===== src/rtl/dense_layer_sequencer.sv =====
// dense_layer_sequencer: time-multiplexed fully-connected layer.
// One shared multiply-accumulate unit walks every neuron in turn. Weights and
// biases stream from an external synchronous ROM at one word per cycle.
// Optional feature macro: DENSE_SEQ_SATURATE_EN. When it is defined, each
// result clamps to the signed DATA_WIDTH range. When it is undefined, each
// result keeps the low DATA_WIDTH bits (two's-complement wrap).
module dense_layer_sequencer #(
    parameter int    DATA_WIDTH  = 32,
    parameter int    FRAC_BITS   = 16,
    parameter int    NUM_INPUTS  = 16,
    parameter int    NUM_NEURONS = 16,
    parameter string ACTIVATION  = "relu",
    parameter int    ADDR_WIDTH  = $clog2(NUM_NEURONS * (NUM_INPUTS + 1))
) (
    input  logic                                     clock,
    input  logic                                     reset,
    input  logic                                     inputs_ready,
    input  logic [NUM_INPUTS-1:0][DATA_WIDTH-1:0]    inputs,
    output logic                                     weight_en,
    output logic [ADDR_WIDTH-1:0]                    weight_addr,
    input  logic [DATA_WIDTH-1:0]                    weight_data,
    output logic [NUM_NEURONS-1:0][DATA_WIDTH-1:0]   outputs,
    output logic                                     outputs_ready,
    output logic                                     busy
);

    localparam int AW2     = 2 * DATA_WIDTH;
    localparam int NW      = (NUM_NEURONS > 1) ? $clog2(NUM_NEURONS) : 1;
    localparam int KW      = $clog2(NUM_INPUTS + 1);
    localparam bit IS_RELU = (ACTIVATION == "relu");

    typedef enum logic [1:0] {
        S_IDLE  = 2'd0,
        S_RUN   = 2'd1,
        S_DRAIN = 2'd2
    } state_t;

    // Activation on the wide bias-added sum.
    function automatic logic signed [AW2-1:0] activate(input logic signed [AW2-1:0] s);
        logic signed [AW2-1:0] r;
        if (IS_RELU && s[AW2-1]) begin
            r = {AW2{1'b0}};
        end else begin
            r = s;
        end
        return r;
    endfunction

    // Narrow the wide result to one output word.
    function automatic logic [DATA_WIDTH-1:0] reduce_word(input logic signed [AW2-1:0] s);
        logic [DATA_WIDTH-1:0] r;
`ifdef DENSE_SEQ_SATURATE_EN
        logic signed [AW2-1:0] sat_max;
        logic signed [AW2-1:0] sat_min;
        sat_max = {{(DATA_WIDTH + 1){1'b0}}, {(DATA_WIDTH - 1){1'b1}}};
        sat_min = {{(DATA_WIDTH + 1){1'b1}}, {(DATA_WIDTH - 1){1'b0}}};
        if (s > sat_max) begin
            r = sat_max[DATA_WIDTH-1:0];
        end else if (s < sat_min) begin
            r = sat_min[DATA_WIDTH-1:0];
        end else begin
            r = s[DATA_WIDTH-1:0];
        end
`else
        r = s[DATA_WIDTH-1:0];
`endif
        return r;
    endfunction

    state_t                                   state_q, state_d;
    logic [NW-1:0]                            n_q, n_d;
    logic [KW-1:0]                            k_q, k_d;
    logic                                     en_q, en_d;
    logic [ADDR_WIDTH-1:0]                    addr_q, addr_d;
    logic [NUM_INPUTS-1:0][DATA_WIDTH-1:0]    x_q, x_d;
    logic                                     cons_valid_q, cons_valid_d;
    logic [NW-1:0]                            cons_n_q, cons_n_d;
    logic [KW-1:0]                            cons_k_q, cons_k_d;
    logic signed [AW2-1:0]                    acc_q, acc_d;
    logic [NUM_NEURONS-1:0][DATA_WIDTH-1:0]   out_q, out_d;
    logic                                     ordy_q, ordy_d;
    logic                                     busy_q, busy_d;

    logic [DATA_WIDTH-1:0]                    x_sel_s;
    logic signed [AW2-1:0]                    x_ext_s;
    logic signed [AW2-1:0]                    w_ext_s;
    logic signed [AW2-1:0]                    prod_s;
    logic signed [AW2-1:0]                    sum_s;
    logic [DATA_WIDTH-1:0]                    result_s;

    // Sequencer: start on request, issue one ROM address per cycle, drain, then signal done.
    always_comb begin
        state_d      = state_q;
        n_d          = n_q;
        k_d          = k_q;
        en_d         = 1'b0;
        addr_d       = addr_q;
        x_d          = x_q;
        ordy_d       = 1'b0;
        busy_d       = busy_q;
        cons_valid_d = en_q;
        cons_n_d     = n_q;
        cons_k_d     = k_q;
        case (state_q)
            S_IDLE: begin
                if (inputs_ready) begin
                    x_d     = inputs;
                    n_d     = {NW{1'b0}};
                    k_d     = {KW{1'b0}};
                    addr_d  = {ADDR_WIDTH{1'b0}};
                    en_d    = 1'b1;
                    busy_d  = 1'b1;
                    state_d = S_RUN;
                end else begin
                    busy_d  = 1'b0;
                end
            end
            S_RUN: begin
                if (k_q == KW'(NUM_INPUTS)) begin
                    if (n_q == NW'(NUM_NEURONS - 1)) begin
                        en_d    = 1'b0;
                        state_d = S_DRAIN;
                    end else begin
                        k_d    = {KW{1'b0}};
                        n_d    = n_q + NW'(1);
                        addr_d = addr_q + ADDR_WIDTH'(1);
                        en_d   = 1'b1;
                    end
                end else begin
                    k_d    = k_q + KW'(1);
                    addr_d = addr_q + ADDR_WIDTH'(1);
                    en_d   = 1'b1;
                end
            end
            S_DRAIN: begin
                ordy_d  = 1'b1;
                busy_d  = 1'b0;
                state_d = S_IDLE;
            end
            default: begin
                busy_d  = 1'b0;
                state_d = S_IDLE;
            end
        endcase
    end

    // Consume stage: multiply-accumulate a weight, or finish a neuron with its bias.
    always_comb begin
        acc_d   = acc_q;
        out_d   = out_q;
        x_sel_s = {DATA_WIDTH{1'b0}};
        for (int i = 0; i < NUM_INPUTS; i++) begin
            x_sel_s = (cons_k_q == KW'(i)) ? x_q[i] : x_sel_s;
        end
        x_ext_s  = {{DATA_WIDTH{x_sel_s[DATA_WIDTH-1]}}, x_sel_s};
        w_ext_s  = {{DATA_WIDTH{weight_data[DATA_WIDTH-1]}}, weight_data};
        prod_s   = x_ext_s * w_ext_s;
        sum_s    = activate(acc_q + w_ext_s);
        result_s = reduce_word(sum_s);
        if (cons_valid_q) begin
            if (cons_k_q != KW'(NUM_INPUTS)) begin
                acc_d = acc_q + (prod_s >>> FRAC_BITS);
            end else begin
                acc_d = {AW2{1'b0}};
                for (int i = 0; i < NUM_NEURONS; i++) begin
                    out_d[i] = (cons_n_q == NW'(i)) ? result_s : out_q[i];
                end
            end
        end else begin
            acc_d = acc_q;
        end
    end

    // Sequencer and address registers.
    always_ff @(posedge clock or negedge reset) begin
        if (!reset) begin
            state_q <= S_IDLE;
            n_q     <= {NW{1'b0}};
            k_q     <= {KW{1'b0}};
            en_q    <= 1'b0;
            addr_q  <= {ADDR_WIDTH{1'b0}};
            x_q     <= {(NUM_INPUTS * DATA_WIDTH){1'b0}};
            ordy_q  <= 1'b0;
            busy_q  <= 1'b0;
        end else begin
            state_q <= state_d;
            n_q     <= n_d;
            k_q     <= k_d;
            en_q    <= en_d;
            addr_q  <= addr_d;
            x_q     <= x_d;
            ordy_q  <= ordy_d;
            busy_q  <= busy_d;
        end
    end

    // Consume-stage tags, accumulator and result register file.
    always_ff @(posedge clock or negedge reset) begin
        if (!reset) begin
            cons_valid_q <= 1'b0;
            cons_n_q     <= {NW{1'b0}};
            cons_k_q     <= {KW{1'b0}};
            acc_q        <= {AW2{1'b0}};
            out_q        <= {(NUM_NEURONS * DATA_WIDTH){1'b0}};
        end else begin
            cons_valid_q <= cons_valid_d;
            cons_n_q     <= cons_n_d;
            cons_k_q     <= cons_k_d;
            acc_q        <= acc_d;
            out_q        <= out_d;
        end
    end

    assign weight_en     = en_q;
    assign weight_addr   = addr_q;
    assign outputs       = out_q;
    assign outputs_ready = ordy_q;
    assign busy          = busy_q;

endmodule

===== config.mk =====
export PLATFORM = sky130hd
export DESIGN_NAME = dense_layer_sequencer
export DESIGN_NICKNAME = d
export VERILOG_FILES = /design/src/rtl/dense_layer_sequencer.sv
export SDC_FILE = /design/constraint.sdc
export NUM_CORES = 2
export LEC_CHECK = 0
export ABC_CLOCK_PERIOD_IN_PS = 18000
export CORE_MARGIN = 5
export CORE_UTILIZATION = 40
export DETAILED_ROUTE_END_ITERATION = 10
export GPL_TIMING_DRIVEN = 0
export PLACE_DENSITY = 0.69
export SLEW_MARGIN = 20
export SYNTH_ARGS = -nofsm -noshare
export SYNTH_HDL_FRONTEND = slang
export SYNTH_SLANG_ARGS = --single-unit

===== constraint.sdc =====
create_clock -name clock -period 18 [get_ports clock]
set_input_delay 3.6 -clock clock [delete_from_list [all_inputs] [get_ports clock]]
set_output_delay 3.6 -clock clock [all_outputs]
set_load 0.01 [all_outputs]

==> impl_metrics.ini <==
[timing]
final_hold_viol_count = 0
fin_setup_tns_ns = 0
min_period_ns = 17.59
clock_skew_ns = 0.1033
tightest_slew_ns = 1.312
setup_viol = 0
max_slew_margin_pct = 12.51
slew_viol_final = 0
rsz0062_at_grt = no
max_freq_mhz = 56.86
fin_crit_sh_pct = 97.71

[finish]
postLayoutCoreUtil_pct = 49.29
final_nets = 12230
area_growth_pct = 22.40
drive_above_1_share_pct = 3.045
final_area_mm2 = 0.1035
nFillCells = 19740

[logic_synthesis]
synth_ff_type = dfrtp_1
yosys-top-cells-area = dfrtp_1 33%, fa_1 26%, nand2_1 12%, ha_1 4.7%, inv_1 4.3%
synth_edf_count = 0
synth-seq-cells = 1121
avgSynthCellArea_um2 = 9.330
synth_top_area_share_pct = 33.17
synthCells = 9064
synthArstFlopShare_pct = 100.0
yosysSeqAreaShare_pct = 33.17
synth_fp_nets = 11010
ys_types = 82
synth.most_common_cell = nand2_1
yosys.area.top_type = dfrtp_1
synth_area_mm2 = 0.08457
yosys_warnings = 0
synth_common_cells = 2,607 x nand2_1, 1,121 x dfrtp_1, 1,083 x fa_1, 970 x inv_1, 570 x o21ai_0

[worst_setup_path]
arrival_ns = 18.20
crit_required_ns = 18.61
critPathLaunchType = flop
cp-end-kind = flop
cpMostUsedCell = fa_1
worstPathMaxFanout = 10
ff2ff_path_depth = 49
worstSetupPathType = flop to flop
r2r_start = cons_k_q[2]
regToRegEndpoint = acc_q[63]
critical_path.startpoint = cons_k_q[2]
reg2reg_setup_slack_ns = 0.41
cpMaxStageDelayCell = clkbuf_1
cp_slowest_stage_delay_ns = 0.76

[floorplan]
core_mm2 = 0.2100
dieWidth_um = 469.8
initial_core_util_pct = 40.27
io_pins = 1071
rows = 168
die_y_um = 469.8
dieArea_mm2 = 0.2207

[route]
wl_um = 376700
routedWlPerCell_um = 28.53
drtIter0Drc = 7402
dr.pass1.iters = 6
antenna_left = 0
drc = 0
vias_per_cell = 5.568
via_count = 73530

[grt]
overflow = 0
grt_pass1_vias = 75330
grt_max_degree = 148
antenna_found_initial = 31
groute.usage.overall_pct = 33.37
grt_first_pass_wirelength_um = 533300

[clocking]
clock_sinks = 1121
clockRootBuffer = clkbuf_16
numCtsBuffers = 119
cts_resized = 0
cts_setup_buffers = 0
clk_pin_slew_ns = 0.06
ctsHoldBuffers = 0
cts_tree = yes
clock_path_buffers = 3
clk_latency_ns = 0.82
cts_max_level = 3

[placed_design]
place_congestion = 1.042
io_buffers = 1070
post_dp_cell_area_mm2 = 0.09927
place_hpwl_um = 309600

[worst_hold_path]
holdPathStages = 0
hold_start = weight_en
hold_end = cons_valid_q
hp-class = flop to flop

[outcome]
outcome = finished clean

[run]
maxCapViolations = 0
[state kept, by name, summed over array words and instances (netlist names)]
name,count
weight_addr,9
busy,1
cons_n_d,4
cons_n_q,4
acc_q,64
outputs,512
x_q,512
cons_valid_q,1
cons_k_q,5
cons_k_d,5
weight_en,1
outputs_ready,1
state_q,2
[metal layers]
layer,global-route usage [%],vias to the layer above,part of all wire (%)
met5,0,-,0.0077
met4,25.43,4,9.7
met3,7.249,1163,9.1
met2,52.71,4332,45
met1,39.99,37110,36
li1,-,30920,-
[layout make-up]
| class | instances | area, um^2 | share of cell area, % |
|---|---|---|---|
| multi-input cells | 6447 | 50980 | 49.25 |
| clock inverters | 46 | 748.2 | 0.7228 |
| repair buffers | 1095 | 11110 | 10.73 |
| plain buffers | 525 | 1986 | 1.918 |
| diodes | 21 | 52.55 | 0.05077 |
| inverters | 971 | 3645 | 3.521 |
| flip-flops and latches | 1121 | 28050 | 27.10 |
| clock buffers | 174 | 3435 | 3.318 |
| well taps | 2805 | 3510 | 3.391 |
[how the worst max path moves through the flow]
stage,end,slack [ns],cells past startpoint
2_1_floorplan,acc_q[63],4.47,35
4_1_cts,acc_q[56],0.85,45
6_report,acc_q[63],0.41,49
5_1_grt,acc_q[56],0.03,45
3_5_place_dp,acc_q[56],0.97,45
3_3_place_gp,outputs[466],-36.75,1
[worst max-delay path: cells and delay by family, from the launching register on]
kind	cells	cell delay, ns
AO/OA/AOI/OAI	21	6.63
adder cells (fa/ha/maj)	10	4.91
buffers and inverters	7	2.94
AND/OR/NAND/NOR	9	1.91
XOR/XNOR	2	0.52
flip-flops	1	0.48
[cell families (layout without fill, tap and decap cells)]
logic type / Yosys count / in the layout / share of synthesized area (%)
compound gates: 1269 / 1269 / 9.417
xor+xnor: 143 / 143 / 1.497
fa+ha+maj: 1400 / 1400 / 30.33
buf+inv: 1496 / 2811 / 6.655
flops: 1121 / 1121 / 33.17
mux: 55 / 55 / 0.7264
other cells: 0 / 21 / 0
simple gates: 3580 / 3580 / 18.21
[stage by stage]
step	worst slack, ns	cells	hold WS (ns)
2_1_floorplan	4.469	9064	0.3831
3_3_place_gp	-36.75	12940	0.3695
3_5_place_dp	0.9728	12960	0.3714
4_1_cts	0.8473	13180	0.3825
5_1_grt	0.03040	13190	0.3850
6_report	0.4117	13210	0.3775
[placed cells by master, fill, tap and decap left out, types with 12 or more instances in the layout]
master / synthesis / layout
nand2_1: 2607 / 2607
dfrtp_1: 1121 / 1121
fa_1: 1083 / 1082
clkdlybuf4s50_1: 0 / 1067
inv_1: 970 / 970
o21ai_0: 570 / 562
clkbuf_1: 510 / 538
and2_1: 524 / 524
ha_1: 317 / 317
nor2_1: 166 / 166
a21oi_1: 168 / 165
a22oi_1: 131 / 131
clkbuf_16: 0 / 119
a21o_1: 101 / 101
xnor2_1: 83 / 83
nand3_1: 67 / 67
xor2_1: 59 / 58
o2bb2ai_1: 53 / 53
nand4_1: 51 / 51
mux2_2: 51 / 51
nor2b_1: 34 / 34
nor3_1: 32 / 29
a222oi_1: 26 / 26
clkbuf_8: 0 / 25
a31oi_1: 23 / 23
o21a_1: 23 / 23
nand2b_1: 22 / 22
o21bai_1: 22 / 22
diode_2: 0 / 21
a221oi_1: 20 / 18
clkinv_2: 0 / 18
and3_1: 16 / 16
or3_1: 15 / 15
a221o_1: 14 / 14
bufinv_16: 0 / 14
o211ai_1: 12 / 12
Power is not shown: default switching activity piles up to over one toggle a cycle in this logic, so the estimate is an artifact.
